File: src/rtl/quad_step_decoder.sv
// Quadrature (a,b) front-end: synchronise, glitch-filter and decode into step/dir
// pulses for an up/down counter, flagging double-bit transitions as errors.
module quad_step_decoder #(
  parameter int unsigned FILT = 3,
  parameter int unsigned ERRW = 8
) (
  input  logic            clk,
  input  logic            rst,
  input  logic            a,
  input  logic            b,
  input  logic            en,
  output logic            step,
  output logic            dir,
  output logic            err,
  output logic [ERRW-1:0] err_cnt,
  output logic [1:0]      ab_q
);

  localparam int unsigned CW = 4;
  localparam int unsigned IW = 5;
  localparam logic [CW-1:0] FILT_LAST = CW'(FILT - 1);
  localparam logic [IW-1:0] INIT_LAST = IW'(FILT + 2);

  typedef enum logic [0:0] {
    ST_INIT = 1'b0,
    ST_RUN  = 1'b1
  } state_t;

  state_t state, state_nxt;

  logic [1:0]          s1, s2;
  logic [1:0]          filt, filt_nxt;
  logic [1:0]          prev, prev_nxt;
  logic [1:0][CW-1:0]  fcnt, fcnt_nxt;
  logic [IW-1:0]       init_cnt, init_nxt;
  logic                step_nxt, err_nxt, dir_nxt;
  logic [ERRW-1:0]     err_cnt_nxt;

  // Two-flop synchroniser, bit 1 = a, bit 0 = b
  always_ff @(posedge clk or negedge rst) begin
    if (!rst) begin
      s1 <= 2'b00;
      s2 <= 2'b00;
    end else begin
      s1 <= {a, b};
      s2 <= s1;
    end
  end

  always_ff @(posedge clk or negedge rst) begin
    if (!rst) begin
      state    <= ST_INIT;
      init_cnt <= '0;
      filt     <= 2'b00;
      prev     <= 2'b00;
      fcnt     <= '0;
      step     <= 1'b0;
      err      <= 1'b0;
      dir      <= 1'b0;
      err_cnt  <= '0;
    end else begin
      state    <= state_nxt;
      init_cnt <= init_nxt;
      filt     <= filt_nxt;
      prev     <= prev_nxt;
      fcnt     <= fcnt_nxt;
      step     <= step_nxt;
      err      <= err_nxt;
      dir      <= dir_nxt;
      err_cnt  <= err_cnt_nxt;
    end
  end

  // Next-state: INIT seeds filter/prev from the synchroniser, RUN filters and decodes
  always_comb begin
    state_nxt   = state;
    init_nxt    = init_cnt;
    filt_nxt    = filt;
    prev_nxt    = filt;
    fcnt_nxt    = fcnt;
    step_nxt    = 1'b0;
    err_nxt     = 1'b0;
    dir_nxt     = dir;
    err_cnt_nxt = err_cnt;

    case (state)
      ST_INIT: begin
        filt_nxt = s2;
        prev_nxt = s2;
        fcnt_nxt = '0;
        if (init_cnt == INIT_LAST) begin
          state_nxt = ST_RUN;
        end else begin
          init_nxt = init_cnt + IW'(1);
        end
      end
      ST_RUN: begin
        for (int i = 0; i < 2; i++) begin
          if (s2[i] != filt[i]) begin
            if (fcnt[i] == FILT_LAST) begin
              filt_nxt[i] = s2[i];
              fcnt_nxt[i] = '0;
            end else begin
              fcnt_nxt[i] = fcnt[i] + CW'(1);
            end
          end else begin
            fcnt_nxt[i] = '0;
          end
        end
        // Gray-code step: up when prev[a] differs from new b
        if (en && (filt != prev)) begin
          if (&(filt ^ prev)) begin
            err_nxt = 1'b1;
            if (!(&err_cnt)) begin
              err_cnt_nxt = err_cnt + ERRW'(1);
            end
          end else begin
            step_nxt = 1'b1;
            dir_nxt  = ~(prev[1] ^ filt[0]);
          end
        end
      end
      default: begin
        state_nxt = ST_INIT;
      end
    endcase
  end

  assign ab_q = filt;

endmodule

File: config.mk
export PLATFORM = sky130hd
export DESIGN_NAME = quad_step_decoder
export DESIGN_NICKNAME = d
export VERILOG_FILES = /design/src/rtl/quad_step_decoder.sv
export SDC_FILE = /design/constraint.sdc
export NUM_CORES = 1
export LEC_CHECK = 0
export ABC_CLOCK_PERIOD_IN_PS = 4300
export BUFFER_PORTS_ARGS = -buffer_cell sky130_fd_sc_hd__buf_2
export CAP_MARGIN = 10
export CORE_MARGIN = 1
export CORE_UTILIZATION = 45
export DETAILED_ROUTE_END_ITERATION = 12
export PLACE_DENSITY = 0.66
export RECOVER_POWER = 100
export SLEW_MARGIN = 20
export SYNTH_ARGS = -nofsm -noshare
export SYNTH_HDL_FRONTEND = slang
export SYNTH_SLANG_ARGS = --single-unit
File: constraint.sdc
create_clock -name clk -period 4.3 [get_ports clk]
set_input_delay 0.215 -clock clk [delete_from_list [all_inputs] [get_ports clk]]
set_output_delay 0.215 -clock clk [all_outputs]
set_load 0.03 [all_outputs]
==> flow_summary.yaml, run 1 <==
global_route:
  first_global_vias: 917
  initial_antenna_violation_count: 0
  grt_use_total: 0.1644
  grt_first_pass_wirelength_mm: 4.071
  maximum_number_of_pins_on_one_net_before_global_route_repair: 34
  global_route.overflow_total: 0
sta:
  fmax_mhz: 535.2
  setup_tns_ns: 0
  timing_max_transition_violations_final: 34
  final.hold.worst_slack_ns: 0.1833
  worst_clock_skew_ns: 0.003680
  total_count_of_hold_check_failures_in_the_final_report: 0
  period_needed_ns: 1.869
  timing_worst_slew_pin_value_ns: 1.691
  setup_violations: 0
  finalWorstSetupSlack_ns: 2.431
  rsz0062_at_grt: "false"
  timing.max_slew.rel_slack: -0.1275
  period_share: 0.4346
logic_synthesis:
  synthDominantAreaCellType: "sky130_fd_sc_hd__dfrtp_1"
  synth_largest_type_area_fraction: 0.5584
  syn-instance-count: 117
  netlist_top_cells_area: "sky130_fd_sc_hd__dfrtp_1, sky130_fd_sc_hd__ha_1, sky130_fd_sc_hd__xnor2_1"
  synth-seq-area-share: 0.5584
  synth.cell_area_sq_um: 1479
  syn_avg_cell_area_sq_um: 12.64
  yosys_warnings: 0
  synth.net_count: 129
  synth_cell_types: 27
  postSynthRegisterBits: 33
place:
  placement.cell_area_sq_um: 1608
  dp_hpwl_mm: 1.658
  place_inst: 177
  port_buffers: 17
  place_ws_ns: 2.635
  routabilityCongestion: 0.7929
cts:
  tritoncts.num_buffers: 5
  clock_tree.htree_level_count: 2
  clk_path_buf_depth: 2
  worst_skew_pair.late_latency_ns: 0.32
  cts.sink_count: 33
  clk_pin_slew_worst_paths_ns: 0.10
  ctsResizeCount: 0
  cts.repair_timing.setup_buffer_count: 0
  clk_root_buffer_cell: "sky130_fd_sc_hd__clkbuf_4"
  tritoncts: "yes"
final_layout:
  finish.instance_area_sq_um: 1652
  layout.nets: 155
  antennaDiodeCount: 0
  syn2layout_area_growth_pct: 11.67
  area.sequential_sq_um: 825.8
  final.fill_count: 280
  multi_input_area_sq_um: 584.3
  final-instance-count-excl-fill: 188
  final_layout_size_suffix_gt1_frac: 0.1181
outcome:
  failed_checks: "max-capacitance violations, max-slew violations"
  run_status: "complete, but fails checks"
floorplan:
  number_of_top_level_pins: 18
  die_x_um: 59.33
  die-area_sq_um: 3519
  floorplan.initialDensity: 0.4805
  num_rows: 20
  die_y_um: 59.33
  core-area_sq_um: 3078
setup_path:
  endpoint_kind: "flip-flop"
  worst-path-max-fanout: 5
  worstSetupPathType: "reg2reg"
  reg2regPathDepth: 4
  worstPathArrival_ns: 2.08
  required_worst_endpoint_ns: 4.51
  critPathLaunchType: "flip-flop"
routing:
  route.detailed.wl_per_inst_um: 12.27
  vias: 925
  detail_route.first_pass.iterations: 4
  residual_drc_count: 0
  vias_per_cell: 4.920
  initialDrtViolationCount: 41
  antenna_violating_nets_left: 0
  drt-total-wl_mm: 2.307
power_and_ir_drop:
  p_leak_nw: 0.7294
  power_density_nw_per_um2: 608.4
  vdd_drop_max_mv: 0.2540
run:
  drv.max_cap_violation_count: 1
hold_path:
  hp-class: "in2reg"
  hold-path-cell-count: 3
Yosys cell counts:
library cell / instances
sky130_fd_sc_hd__dfrtp_1: 33
sky130_fd_sc_hd__nor2_1: 13
sky130_fd_sc_hd__xnor2_1: 9
sky130_fd_sc_hd__nand3_1: 8
sky130_fd_sc_hd__ha_1: 7
sky130_fd_sc_hd__nand2_1: 7
sky130_fd_sc_hd__xor2_1: 6
sky130_fd_sc_hd__inv_1: 5
sky130_fd_sc_hd__mux2_2: 4
sky130_fd_sc_hd__mux2_1: 3
sky130_fd_sc_hd__nand4_1: 3
sky130_fd_sc_hd__and3_1: 2
sky130_fd_sc_hd__mux2i_1: 2
sky130_fd_sc_hd__xnor2_2: 2
sky130_fd_sc_hd__a21boi_1: 1
sky130_fd_sc_hd__a31oi_1: 1
sky130_fd_sc_hd__and2_1: 1
sky130_fd_sc_hd__and4_1: 1
sky130_fd_sc_hd__buf_6: 1
sky130_fd_sc_hd__mux2_4: 1
sky130_fd_sc_hd__nand2_8: 1
sky130_fd_sc_hd__nand3_2: 1
sky130_fd_sc_hd__nand4b_1: 1
sky130_fd_sc_hd__nor3_2: 1
sky130_fd_sc_hd__nor4_4: 1
sky130_fd_sc_hd__o21a_1: 1
sky130_fd_sc_hd__o21ai_0: 1
stage by stage:
step / util / power [mW]
finish: 0.5366 / 1.005
global route: 0.5366 / 1.079
CTS: 0.5549 / 1.067
detailed placement: 0.5224 / 0.8716
global placement: 0.5224 / 0.8489
floorplan: - / 0.7626
final timing paths:
check / slack, ns / end / start
worst max-delay path: 2.43 / err_cnt[5] / ab_q[1]
worst min-delay path: 0.18 / step / en
worst max register to register: 2.43 / err_cnt[5] / ab_q[1]
worst min register to register: 0.36 / s2[1] / s1[1]
max in group asynchronous: 2.46 / fcnt[0] / rst
min in group asynchronous: 0.86 / step / rst
routing by layer:
layer  vias up  global-route usage  wire length (um)  part of all wire
met5         -                   0                 0                 0
met4         0             0.08163                43             0.019
met3         5             0.05895               103             0.045
met2        19              0.2889              1215              0.53
met1       458              0.1721               944              0.41
li1        443                   -                 -                 -
registers in the layout, summed over array words and instances (netlist names):
| register | flops |
|---|---|
| s1 | 2 |
| fcnt | 8 |
| prev | 2 |
| err | 1 |
| dir | 1 |
| state | 1 |
| err_cnt | 8 |
| step | 1 |
| s2 | 2 |
| init_cnt | 5 |
| ab_q | 2 |
kinds of logic (layout without fill, tap and decap cells):
family / after synthesis / count (layout) / synth area share
buffers and inverters: 6 / 33 / 0.02031
multiplexers: 10 / 10 / 0.07698
flip-flops: 33 / 33 / 0.5584
adder cells (fa/ha/maj): 7 / 7 / 0.05922
AO/OA/AOI/OAI: 4 / 4 / 0.01777
AND/OR/NAND/NOR: 40 / 40 / 0.1565
XOR/XNOR: 17 / 17 / 0.1108
placed cells by master (no fill, tap or decap), drive strengths merged, types with 5 or more instances in the layout:
cell	count
xnor2	11
ha	7
dfrtp	33
nor2	13
mux2	8
nand3	9
clkbuf	21
nand2	8
inv	5
xor2	6
power by group:
part / total [mW] / switching, mW / internal (mW)
Clock: 0.192 / 0.0977 / 0.0947
Sequential: 0.463 / 0.0783 / 0.385
Combinational: 0.349 / 0.217 / 0.132
worst max-delay path, cell delays in order, from the launching register on:
cell and delay, ns:
sky130_fd_sc_hd__dfrtp_1 0.45, sky130_fd_sc_hd__xnor2_1 0.20, sky130_fd_sc_hd__nor4_1 0.63, sky130_fd_sc_hd__nand3_2 0.14
sky130_fd_sc_hd__mux2_1 0.33
timing repair:
| action | 4_1_cts | 5_1_grt |
|---|---|---|
| endpoints found under the setup margin | 0 | 0 |
| hold buffers | 3 | 0 |
| hold endpoints to repair | 35 | 0 |
layout make-up:
type	count	area share
clock buffers	7	0.03939
flip-flops and latches	33	0.5000
multi-input cells	78	0.3538
clock inverters	1	0.003030
well taps	44	0.03333
inverters	5	0.01136
repair buffers	20	0.05909
Note: power is estimated with default switching activity, not from simulation.
==> inputs of run 2 (changes only) <==
--- a/config.mk
+++ b/config.mk
@@ -5,13 +5,13 @@
 export SDC_FILE = /design/constraint.sdc
 export NUM_CORES = 1
 export LEC_CHECK = 0
-export ABC_CLOCK_PERIOD_IN_PS = 4300
+export ABC_CLOCK_PERIOD_IN_PS = 1600
 export BUFFER_PORTS_ARGS = -buffer_cell sky130_fd_sc_hd__buf_2
 export CAP_MARGIN = 10
 export CORE_MARGIN = 1
 export CORE_UTILIZATION = 45
 export DETAILED_ROUTE_END_ITERATION = 12
-export PLACE_DENSITY = 0.66
+export PLACE_DENSITY = 0.69
 export RECOVER_POWER = 100
 export SLEW_MARGIN = 20
 export SYNTH_ARGS = -nofsm -noshare
==> constraint.sdc (replaced) <==
create_clock -name clk -period 1.6 [get_ports clk]
set_input_delay 0.08 -clock clk [delete_from_list [all_inputs] [get_ports clk]]
set_output_delay 0.08 -clock clk [all_outputs]
set_load 0.03 [all_outputs]
==> run 2 against run 1 <==
The run now ends clean. Critical path type unchanged. Critical path depth fell by 1. Global-route usage rose by 0.33 points. Critical endpoint is now ab_q[1]. Clock power rose to 2.7 times the previous value. Largest cell class unchanged. Count of clock-buffer cells in the layout did not move. Total power rose to 2.9 times the previous value. Sequential power rose to 2.6 times the previous value. Die area did not move. Routed wire length fell by 1.2%.
==> flow_summary.yaml, run 2 (synthesis results as in run 1) <==
outcome:
  run_status: "finished, final reports clean"
setup_path:
  required_worst_endpoint_ns: 1.81
  cpMaxStageDelayCell: "sky130_fd_sc_hd__dfrtp_1"
  critical_path.max_stage_delay_ns: 0.45
  path_buf_inv: 1
  critPathTopFamily: "flip-flops"
  endpoint_kind: "flip-flop"
  worstSetupPathType: "reg2reg"
  worstPathArrival_ns: 1.71
  critPathLaunchType: "flip-flop"
  worstPathCellList: "clkbuf_1 > a21boi_0 > mux2_2"
  worst-path-max-fanout: 7
place:
  place_inst: 184
  port_buffers: 17
  routabilityCongestion: 0.8069
  placement.cell_area_sq_um: 1663
  dp_hpwl_mm: 1.694
final_layout:
  largestRegisters: "err_cnt x8, fcnt x8, init_cnt x5"
  layout.nets: 162
  layout_common_cells: "sky130_fd_sc_hd__dfrtp_1, sky130_fd_sc_hd__clkbuf_1, sky130_fd_sc_hd__nor2_1"
  final_layout_size_suffix_gt1_frac: 0.1921
  final-instance-count-excl-fill: 195
  antennaDiodeCount: 0
  finish.instance_area_sq_um: 1734
  layout_commonest_cell: "sky130_fd_sc_hd__dfrtp_1"
  syn2layout_area_growth_pct: 17.26
cts:
  clk_root_buffer_cell: "sky130_fd_sc_hd__clkbuf_4"
  tritoncts: "yes"
  worst_skew_pair.late_latency_ns: 0.33
  cts.sink_count: 33
  tritoncts.num_buffers: 5
  clk_path_buf_depth: 2
  clock_tree.htree_level_count: 2
  clk_pin_slew_worst_paths_ns: 0.10
sta:
  period_share: 0.9381
  final.hold.worst_slack_ns: 0.05388
  fmax_mhz: 666.3
  rsz0062_at_grt: "false"
  total_count_of_hold_check_failures_in_the_final_report: 0
  setup_violations: 0
  period_needed_ns: 1.501
  timing.max_slew.rel_slack: 0.4818
  setup_tns_ns: 0
  worst_clock_skew_ns: 0.008586
  timing_worst_slew_pin_value_ns: 0.7773
  timing_max_transition_violations_final: 0
run:
  drv.max_cap_violation_count: 0
floorplan:
  number_of_top_level_pins: 18
  die-area_sq_um: 3519
  core-area_sq_um: 3078
  die_x_um: 59.33
  floorplan.initialDensity: 0.4805
  num_rows: 20
  die_y_um: 59.33
routing:
  residual_drc_count: 0
  vias_per_cell: 4.846
  initialDrtViolationCount: 29
  detail_route.first_pass.iterations: 5
  route.detailed.wl_per_inst_um: 11.69
  vias: 945
  drt-total-wl_mm: 2.280
  antenna_violating_nets_left: 0
global_route:
  grt_use_total: 0.1678
  global_route.overflow_total: 0
  grt_first_pass_wirelength_mm: 4.222
  first_global_vias: 991
  initial_antenna_violation_count: 0
  maximum_number_of_pins_on_one_net_before_global_route_repair: 34
power_and_ir_drop:
  flop_pwr_share: 0.426
  internal-power_mw: 1.750
  vdd_drop_max_mv: 0.7113
  power.clock.fraction: 0.182
  power_density_nw_per_um2: 1659
  p_sw_frac: 0.3917
  p_leak_nw: 0.7685
  combinational_fraction_of_design_power: 0.392
  fin_total_pwr_mw: 2.877
  netSwitchingPower_mw: 1.127
hold_path:
  hp-class: "in2reg"
## run 2: cell types whose count changed in the layout (fill, tap and decap cells not counted), moves of 2 or more
cell	previous run	this run
sky130_fd_sc_hd__buf_4	0	4
sky130_fd_sc_hd__clkbuf_1	14	16
sky130_fd_sc_hd__dfrtp_1	33	31
sky130_fd_sc_hd__dfrtp_2	0	2
sky130_fd_sc_hd__xnor2_1	11	9
sky130_fd_sc_hd__xnor2_2	0	2
## run 2: worst reg2reg max path: cells and delay by family, from the launching register on
family	cells	cell delay [ns]
mux	1	0.36
flops	1	0.45
buf+inv	1	0.29
compound gates	1	0.29
## run 2: power groups by stage
stage                     clock [mW]  combinational, mW  sequential (mW)
after floorplan                    0              0.584             1.47
after global placement             0               1.13             1.22
after detailed placement           0               1.17             1.24
after CTS                      0.541               1.18             1.22
after global routing           0.582               1.26             1.26
final                          0.523               1.13             1.22
## run 2: final timing paths
check / startpoint / to / slack (ns) / depth (start not counted)
min in group asynchronous: rst / err_cnt[1] / 0.35 / 2
worst min register to register: s1[1] / s2[1] / 0.37 / 0
worst max-delay path: state / ab_q[1] / 0.1 / 3
worst max register to register: state / ab_q[1] / 0.1 / 3
worst min-delay path: en / step / 0.05 / 3
max in group asynchronous: rst / ab_q[1] / 0.71 / 2
## run 2: final cells by class
type                       count  area [sq um]
sequential                    33         828.3
tap                           44         55.05
clock inverter                 1         5.005
timing repair buffer          27         140.1
inverter                       5         18.77
clock buffer                   7         65.06
multi-input combinational     78         621.8
fill                         276          1344
## run 2: metrics by stage
stage                       util  worst slack [ns]
after CTS                 0.5728           0.09928
final                     0.5634           0.09909
after detailed placement  0.5402           0.09991
after global routing      0.5634          0.008838
after floorplan                -         0.0003196
after global placement    0.5402            0.1444
## run 2: what timing repair did
| action | 4_1_cts | 5_1_grt |
|---|---|---|
| gates resized for setup | 0 | 1 |
| setup endpoints to repair | 0 | 1 |
| setup buffers | 0 | 0 |
| endpoints found under the hold margin | 35 | 0 |
| hold buffers | 3 | 0 |
## run 2: routing by layer
metal / vias up / part of all wire / track usage
met1: 467 / 0.42 / 0.1852
met5: - / 0 / 0
li1: 457 / - / -
met4: 0 / 0.0057 / 0.07143
met3: 2 / 0.048 / 0.07205
met2: 19 / 0.52 / 0.2809
==> inputs of run 3 (changes only) <==
--- a/config.mk
+++ b/config.mk
@@ -8,10 +8,12 @@
 export ABC_CLOCK_PERIOD_IN_PS = 1600
 export BUFFER_PORTS_ARGS = -buffer_cell sky130_fd_sc_hd__buf_2
 export CAP_MARGIN = 10
+export CELL_PAD_IN_SITES_DETAIL_PLACEMENT = 0
+export CELL_PAD_IN_SITES_GLOBAL_PLACEMENT = 1
 export CORE_MARGIN = 1
-export CORE_UTILIZATION = 45
+export CORE_UTILIZATION = 41
 export DETAILED_ROUTE_END_ITERATION = 12
-export PLACE_DENSITY = 0.69
+export PLACE_DENSITY = 0.75
 export RECOVER_POWER = 100
 export SLEW_MARGIN = 20
 export SYNTH_ARGS = -nofsm -noshare
==> run 3 against run 2 <==
Die area grew 9.4%. Total power grew 4.1%. Highest routed layer unchanged. Fmax is essentially flat. Via count shrank 0.11%. Final area grew 1.3%. Register-to-register slack is essentially flat. First-iteration DRC count shrank 59%. Sequential share of layout area shrank 0.61 points. Combinational power is essentially flat. Final cell count grew 1.5%.
==> flow_summary.yaml, run 3 (synthesis results as in run 1) <==
floorplan:
  die-area_sq_um: 3851
  number_of_top_level_pins: 18
  core-area_sq_um: 3390
  die_y_um: 62.06
  num_rows: 21
  die_x_um: 62.06
  floorplan.initialDensity: 0.4363
global_route:
  first_global_vias: 868
  grt_use_total: 0.1449
  initial_antenna_violation_count: 0
  grt_first_pass_wirelength_mm: 3.774
  maximum_number_of_pins_on_one_net_before_global_route_repair: 34
  global_route.overflow_total: 0
power_and_ir_drop:
  p_leak_nw: 0.7792
  p_sw_frac: 0.3731
  internal-power_mw: 1.878
  combinational_fraction_of_design_power: 0.385
  vdd_drop_max_mv: 0.6085
  power_density_nw_per_um2: 1705
  flop_pwr_share: 0.402
  power.clock.fraction: 0.213
  netSwitchingPower_mw: 1.117
  fin_total_pwr_mw: 2.995
setup_path:
  worstSetupPathType: "reg2reg"
  cpMaxStageDelayCell: "sky130_fd_sc_hd__dfrtp_2"
  required_worst_endpoint_ns: 1.81
  path_buf_inv: 1
  reg2reg_slack_ns: 0.1
  critPathLaunchType: "flip-flop"
  worst-path-max-fanout: 5
  crit-reg2reg-launch: "ab_q[1]"
  worstPathCellList: "xnor2_2 > nor4_4 > clkbuf_1 > nand3_1 > xnor2_1"
  critPathTopFamily: "flip-flops"
  critical_path.max_stage_delay_ns: 0.46
  worstSetupStartpoint: "ab_q[1]"
  worst_r2r_endpoint: "err_cnt[7]"
  worstPathArrival_ns: 1.71
  crit_end: "err_cnt[7]"
  reg2regPathDepth: 5
  timing.critical_path.depth: 5
  endpoint_kind: "flip-flop"
final_layout:
  antennaDiodeCount: 0
  syn2layout_area_growth_pct: 18.78
  layout_commonest_cell: "sky130_fd_sc_hd__dfrtp_1"
  final_layout_size_suffix_gt1_frac: 0.1842
  layout.nets: 163
  largestRegisters: "err_cnt x8, fcnt x8, init_cnt x5"
  layout_common_cells: "sky130_fd_sc_hd__dfrtp_1, sky130_fd_sc_hd__clkbuf_1, sky130_fd_sc_hd__nor2_1"
sta:
  period_needed_ns: 1.501
  timing.max_slew.rel_slack: 0.4633
  setup_violations: 0
  timing_worst_slew_pin_value_ns: 0.8051
  fmax_mhz: 666.2
  setup_tns_ns: 0
  timing_max_transition_violations_final: 0
  total_count_of_hold_check_failures_in_the_final_report: 0
  rsz0062_at_grt: "false"
  period_share: 0.9382
  worst_clock_skew_ns: 0.007752
routing:
  vias_per_cell: 4.768
  initialDrtViolationCount: 12
  residual_drc_count: 0
  routed-wl-met3_um: 123
  wl_met2_mm: 1.174
  route.detailed.wl_per_inst_um: 11.79
  drt-total-wl_mm: 2.334
  wl_met1_mm: 1.006
  vias: 944
  antenna_violating_nets_left: 0
  detail_route.first_pass.iterations: 4
  routed.top_layer: "met4"
place:
  routabilityCongestion: 0.7515
  port_buffers: 17
  dp_hpwl_mm: 1.709
cts:
  clk_pin_slew_worst_paths_ns: 0.10
  cts.repair_timing.setup_buffer_count: 0
  clk_path_buf_depth: 2
  cts.sink_count: 33
  tritoncts.num_buffers: 5
  clk_root_buffer_cell: "sky130_fd_sc_hd__clkbuf_4"
  worst_skew_pair.late_latency_ns: 0.33
  clock_tree.htree_level_count: 2
  tritoncts: "yes"
hold_path:
  hp-class: "in2reg"
outcome:
  run_status: "finished, final reports clean"
run:
  drv.max_cap_violation_count: 0
==> run 3: cell count changes in the layout (fill, tap and decap cells not counted), sizes merged <==
cell    previous run  this run
buf                7         8
clkinv             1         0
bufinv             0         1
==> run 3: worst min path at each step <==
stage               start         end  slack (ns)  cells after the start
floorplan             rst     ab_q[0]       -0.22                      0
CTS                    en        step        0.03                      3
detailed placement    rst  err_cnt[0]        0.18                      1
finish                 en        step        0.05                      3
global placement      rst  err_cnt[0]        0.17                      1
global route           en        step        0.03                      3
==> run 3: worst reg2reg max path, stage by stage, from the launching register on <==
cell	delay, ns
sky130_fd_sc_hd__dfrtp_2	0.46
sky130_fd_sc_hd__xnor2_2	0.19
sky130_fd_sc_hd__nor4_4	0.32
sky130_fd_sc_hd__clkbuf_1	0.19
sky130_fd_sc_hd__nand3_1	0.11
sky130_fd_sc_hd__xnor2_1	0.13
==> run 3: area by class of cell <==
class | count | area [sq um]
Sequential cell | 33 | 828.3
Multi-Input combinational cell | 78 | 619.3
Inverter | 5 | 18.77
Clock inverter | 1 | 30.03
Fill cell | 324 | 1633
Tap cell | 46 | 57.56
Clock buffer | 7 | 55.05
Timing Repair Buffer | 28 | 147.6
==> run 3: metal layers <==
metal	vias to the layer above	global-route usage
li1	461	-
met1	458	0.1545
met2	21	0.2432
met3	4	0.06832
met4	0	0.06667
met5	-	0
==> run 3: metrics by stage <==
stage               setup slack, ns  hold WS [ns]    util  cells  instance area [sq um]
floorplan                 0.0003196       -0.2156       -    117                   1481
global placement             0.1503        0.1706  0.4935    187                   1673
detailed placement           0.1185        0.1768  0.4935    187                   1673
CTS                          0.1045       0.03374  0.5275    198                   1788
global route               0.007900       0.02903  0.5183    198                   1757
finish                      0.09887       0.04615  0.5183    198                   1757
==> run 3: what timing repair did <==
action                                 CTS  global route
endpoints found under the hold margin   35             0
hold buffers                             3             0
resized for setup                        0             0
==> run 3: power groups by stage <==
stage / combinational [mW] / sequential, mW / clock (mW)
finish: 1.15 / 1.20 / 0.637
CTS: 1.21 / 1.20 / 0.662
detailed placement: 1.20 / 1.22 / 0
global route: 1.28 / 1.23 / 0.704
floorplan: 0.584 / 1.47 / 0
global placement: 1.18 / 1.21 / 0
